===== src/rtl/mem_access_unit.sv =====
// MEM-stage data-memory access controller: req/ack bus handshake, byte-lane
// steering for stores, load extraction/extension, misalignment and timeout flags.
module mem_access_unit #(
    parameter int unsigned TIMEOUT = 255
) (
    input  logic        clk,
    input  logic        rst,
    input  logic [31:0] mem_addr,
    input  logic [31:0] mem_data,
    input  logic        mem_we,
    input  logic        mem_rd,
    input  logic [2:0]  mem_type,
    output logic        dbus_req,
    output logic        dbus_we,
    output logic [31:0] dbus_addr,
    output logic [31:0] dbus_wdata,
    output logic [3:0]  dbus_be,
    input  logic [31:0] dbus_rdata,
    input  logic        dbus_ack,
    output logic        mem_stall,
    output logic [31:0] mem_rdata,
    output logic        mem_adel,
    output logic        mem_ades,
    output logic        mem_buserr
);

    localparam logic [7:0] TIMEOUT_CNT = 8'(TIMEOUT);

    typedef enum logic [1:0] {IDLE, WAIT, DONE} state_t;

    state_t      state_reg, state_next;
    logic [7:0]  cnt_reg, cnt_next;
    logic [31:0] rdata_reg, rdata_next;
    logic        buserr_reg, buserr_next;

    logic        req;
    logic        adel;
    logic        ades;

    // Access decode
    logic is_byte, is_half, is_signed, is_load, access, misaligned;
    assign is_byte    = (mem_type == 3'b011) || (mem_type == 3'b100);
    assign is_half    = (mem_type == 3'b001) || (mem_type == 3'b010);
    assign is_signed  = (mem_type == 3'b001) || (mem_type == 3'b011);
    assign is_load    = mem_rd && !mem_we;
    assign access     = mem_we || mem_rd;
    assign misaligned = is_byte ? 1'b0 :
                        is_half ? mem_addr[0] :
                                  (mem_addr[1:0] != 2'b00);

    // Per-lane read bytes and byte-select enables
    logic [7:0] rd_byte [4];
    logic [3:0] byte_sel;
    generate
        for (genvar gi = 0; gi < 4; gi++) begin : g_lane
            assign rd_byte[gi]  = dbus_rdata[8*gi +: 8];
            assign byte_sel[gi] = (mem_addr[1:0] == 2'(gi));
        end
    endgenerate

    logic [7:0]  load_byte;
    logic [15:0] load_half;
    logic [31:0] load_ext;
    assign load_byte = rd_byte[mem_addr[1:0]];
    assign load_half = mem_addr[1] ? dbus_rdata[31:16] : dbus_rdata[15:0];

    always_comb begin
        load_ext = dbus_rdata;
        if (is_byte) begin
            load_ext = {{24{is_signed & load_byte[7]}}, load_byte};
        end else if (is_half) begin
            load_ext = {{16{is_signed & load_half[15]}}, load_half};
        end
    end

    logic [3:0]  be_raw;
    logic [31:0] wdata_raw;
    always_comb begin
        be_raw    = 4'b1111;
        wdata_raw = mem_data;
        if (is_byte) begin
            be_raw    = byte_sel;
            wdata_raw = {4{mem_data[7:0]}};
        end else if (is_half) begin
            be_raw    = mem_addr[1] ? 4'b1100 : 4'b0011;
            wdata_raw = {2{mem_data[15:0]}};
        end
    end

    always_ff @(posedge clk) begin
        if (rst) begin
            state_reg  <= IDLE;
            cnt_reg    <= 8'd0;
            rdata_reg  <= 32'd0;
            buserr_reg <= 1'b0;
        end else begin
            state_reg  <= state_next;
            cnt_reg    <= cnt_next;
            rdata_reg  <= rdata_next;
            buserr_reg <= buserr_next;
        end
    end

    always_comb begin
        state_next  = state_reg;
        cnt_next    = cnt_reg;
        rdata_next  = rdata_reg;
        buserr_next = 1'b0;
        req         = 1'b0;
        adel        = 1'b0;
        ades        = 1'b0;
        case (state_reg)
            IDLE: begin
                cnt_next = 8'd0;
                if (access) begin
                    if (misaligned) begin
                        adel = is_load;
                        ades = mem_we;
                    end else begin
                        req = 1'b1;
                        if (dbus_ack) begin
                            state_next = DONE;
                            rdata_next = load_ext;
                        end else begin
                            state_next = WAIT;
                            cnt_next   = 8'd1;
                        end
                    end
                end
            end
            WAIT: begin
                req = 1'b1;
                if (dbus_ack) begin
                    state_next = DONE;
                    rdata_next = load_ext;
                end else if (cnt_reg == TIMEOUT_CNT) begin
                    state_next  = DONE;
                    buserr_next = 1'b1;
                    rdata_next  = 32'd0;
                end else begin
                    cnt_next = cnt_reg + 8'd1;
                end
            end
            DONE: begin
                state_next = IDLE;
                cnt_next   = 8'd0;
            end
            default: state_next = IDLE;
        endcase
        if (rst) begin
            req  = 1'b0;
            adel = 1'b0;
            ades = 1'b0;
        end
    end

    // Bus-side fields follow the stalled inputs; reset blanks every one of them
    assign dbus_req   = req;
    assign mem_stall  = req;
    assign dbus_we    = mem_we & ~rst;
    assign dbus_addr  = rst ? 32'd0 : {mem_addr[31:2], 2'b00};
    assign dbus_wdata = rst ? 32'd0 : wdata_raw;
    assign dbus_be    = rst ? 4'd0 : be_raw;
    assign mem_adel   = adel;
    assign mem_ades   = ades;
    assign mem_rdata  = rdata_reg;
    assign mem_buserr = buserr_reg;

endmodule


===== config.mk =====
export PLATFORM = sky130hd
export DESIGN_NAME = mem_access_unit
export DESIGN_NICKNAME = d
export VERILOG_FILES = /design/src/rtl/mem_access_unit.sv
export SDC_FILE = /design/constraint.sdc
export NUM_CORES = 1
export LEC_CHECK = 0
export CAP_MARGIN = 15
export CORE_ASPECT_RATIO = 1.1
export CORE_UTILIZATION = 33
export CTS_CLUSTER_DIAMETER = 150
export DETAILED_ROUTE_END_ITERATION = 6
export PLACE_DENSITY_LB_ADDON = 0.08
export SYNTH_ARGS = -nofsm -noshare
export SYNTH_HDL_FRONTEND = slang
export SYNTH_SLANG_ARGS = --single-unit

===== constraint.sdc =====
create_clock -name clk -period 2.1 [get_ports clk]
set_input_delay 0.42 -clock clk [delete_from_list [all_inputs] [get_ports clk]]
set_output_delay 0.42 -clock clk [all_outputs]
set_load 0.005 [all_outputs]

==> results by group, run 1 <==
Power and ir drop
  – Pwr Total: 2.859 mW
  – Leak pwr: 2.502 nW
  – Pwr Density: 463.6 nW/um^2
  – Peak supply drop: 0.0003628 V

Timing
  – Hold WS: 0.4681 ns
  – RSZ-0062 raised after global routing: yes
  – Max-Slew Margin vs Limit: 0.6586
  – Slew @ Worst Pin: 0.5092 ns
  – Setup TNS: -0.04455 ns
  – Tmin final: 2.132 ns
  – Max Slew Vio Count: 0
  – Final clock skew: 0.002200 ns
  – Worst setup margin: -0.03222 ns
  – FMAX: 0.4690 GHz
  – Fin. Hold Viols: 0
  – Final setup viols: 3
  – Final clock period utilization by the worst path: 1.015

Setup path
  – Peak fanout along the critical path: 5
  – Crit end category: output port
  – Arr. time, crit path: 1.71 ns
  – Startpoint types: input pin
  – Critical Path RT: 1.68 ns
  – WS Path Type: input pin to output port
  – FF-to-FF setup slack: 0.11 ns

Synth
  – Ys Warns: 0
  – Mapped Avg Cell Area: 7.860 sq um
  – Cell Area, Synth: 3293 sq um
  – Main synth FF type: dfxtp_1
  – Top cells by area, synth: dfxtp_1, a21oi_1, nor2b_1
  – Gate Count Post-Synth: 419
  – Sequential area share after synthesis: 0.2614
  – Post-synth cell types: 58
  – Yosys top cell by area: dfxtp_1
  – Async SR Flop Fraction: 0
  – Synth top area share: 0.2614
  – Synth cell count leaders: a21oi_1, nand2_1, dfxtp_1
  – Count leader, synth: a21oi_1
  – Yosys reg bits: 43
  – Number of synthesized flops with an enable pin: 0

Clock tree
  – Clock transition at the registers of the reported paths: 0.08 ns
  – H-Tree Depth: 2
  – Number of buffers created by CTS: 5
  – CTS tree: done
  – # clock sinks: 43
  – Root buffer cell: clkbuf_8
  – Hold_buf cts: 0
  – CTS Buffer Depth: 2
  – Worst-skew pair later-pin latency: 0.29 ns

Route
  – DRC Markers: 0
  – 1st-iter DRT viols: 163
  – Via Count: 4244
  – ANT nets after route: 0
  – Vias per Instance: 5.298
  – Drt pass-1 iters: 4
  – Post-Route WL: 13740 microns
  – DR WL/cell: 17.16 microns

Placement
  – DP Area: 5821 sq um
  – RePlAce Congestion: 0.8491
  – Placed Cells: 771
  – DP HPWL: 10210 microns
  – Port-buffer cells: 207
  – Dpl ws: -0.8344 ns

Finish
  – Antenna cells: 0
  – Max FFs per register: 32
  – Area grow syn2layout: 87.23%
  – Final net count: 792
  – Share of layout cells above drive strength 1: 0.2675
  – Layout fillers: 827
  – Final cell area excluding filler cells: 6166 sq um
  – Multi-input gate area: 2437 sq um
  – Post-Route Utilization: 0.6465
  – Register area: 863.3 sq um
  – Layout Cells excl Fill: 801

Run
  – Max-cap violations: 0

Global routing
  – Total track usage: 0.2454
  – GRT met1 Usage: 0.2834
  – Initial antenna violation count: 0
  – Global route total overflow: 0
  – Vias in the first global route: 4202
  – Most Crowded Layer GR: met2
  – First-pass GRT wire length: 20790 microns
  – Pin count of the biggest net entering global routing: 28
  – Met2 Usage GRT: 0.4608
  – GR Util met3: 0.05737

Floorplan
  – Die W: 97.25 microns
  – Starting Density: 0.3453
  – Die ar.: 10380 sq um
  – Top-level port count: 210
  – Die H: 106.8 microns
  – FP Rows: 37
  – Core area: 9537 sq um

Status
  – Status: finished with violations
  – Failing checks: negative setup slack

Worst hold path
  – Class of the most critical hold timing path: flop to flop
==> cell type report <==
class                           instances  share of cell area
Timing Repair Buffer                  286              0.4194
Multi-Input combinational cell        336              0.3953
Sequential cell                        43              0.1400
Tap cell                              117             0.02374
Clock buffer                            6             0.01339
Inverter                               12            0.007305
Clock inverter                          1           0.0008117
==> metal layers <==
metal,vias up,wire length [microns],part of all wire
met5,-,0,0
met4,0,168,0.012
met3,14,1058,0.077
met2,173,7163,0.52
met1,1997,5351,0.39
li1,2060,-,-
==> timing repair <==
action                     CTS  global route
cloned                       2             2
hold endpoints to repair     0             0
buffers inserted            16             5
pin swaps                   19            16
setup endpoints to repair   66            53
gates resized for setup    134            55
==> where the power goes <==
| group | total (mW) | internal (mW) | switching [mW] |
|---|---|---|---|
| clock network | 0.537 | 0.258 | 0.278 |
| registers | 0.926 | 0.882 | 0.0437 |
| logic | 1.40 | 0.791 | 0.605 |
==> cell usage in the layout, fill, tap and decap left out, drive strengths merged, types with 4 or more instances in the layout <==
cell           count
a21oi             66
inv               12
mux4               7
mux2               9
o32a               8
nand4              4
o2bb2ai           16
dfxtp             43
o211ai             8
nor3               4
nor2              19
mux2i             12
clkbuf            25
clkdlybuf4s50    167
ha                 4
buf               95
a22o               8
nor2b             42
o21ai             24
nand2             58
==> worst paths after layout <==
path	from	endpoint	cells past startpoint
max reg2reg	state_reg[0]	mem_rdata[6]	8
min	mem_rdata[16]	mem_rdata[16]	1
max	mem_type[1]	dbus_wdata[20]	10
min reg2reg	mem_rdata[16]	mem_rdata[16]	1
==> worst max-delay path, stage by stage <==
cell      delay [ns]
buf_6           0.11
buf_4           0.13
nand3b_1        0.13
buf_4           0.16
nand2_4         0.07
buf_4           0.15
nor2_4          0.18
nand2_1         0.10
a21oi_2         0.14
buf_2           0.12
==> cell families (layout without fill, tap and decap cells) <==
family          Yosys count  after routing  share of synthesized area
compound gates          148            149                     0.2994
simple gates            144            147                     0.2280
buf+inv                  45            305                    0.06383
flops                    43             43                     0.2614
mux                      28             28                     0.1151
xor+xnor                  6              6                    0.01596
fa+ha+maj                 4              4                    0.01520
other cells               1              2                   0.001139
Note: power is estimated with default switching activity, not from simulation.
==> inputs of run 2 (changes only) <==
--- a/config.mk
+++ b/config.mk
@@ -10,6 +10,7 @@
 export CORE_UTILIZATION = 33
 export CTS_CLUSTER_DIAMETER = 150
 export DETAILED_ROUTE_END_ITERATION = 6
+export HOLD_SLACK_MARGIN = 0.03
 export PLACE_DENSITY_LB_ADDON = 0.08
 export SYNTH_ARGS = -nofsm -noshare
 export SYNTH_HDL_FRONTEND = slang
==> results of run 2 <==
The final DEF is identical to that of run 1; final timing and power are the same.
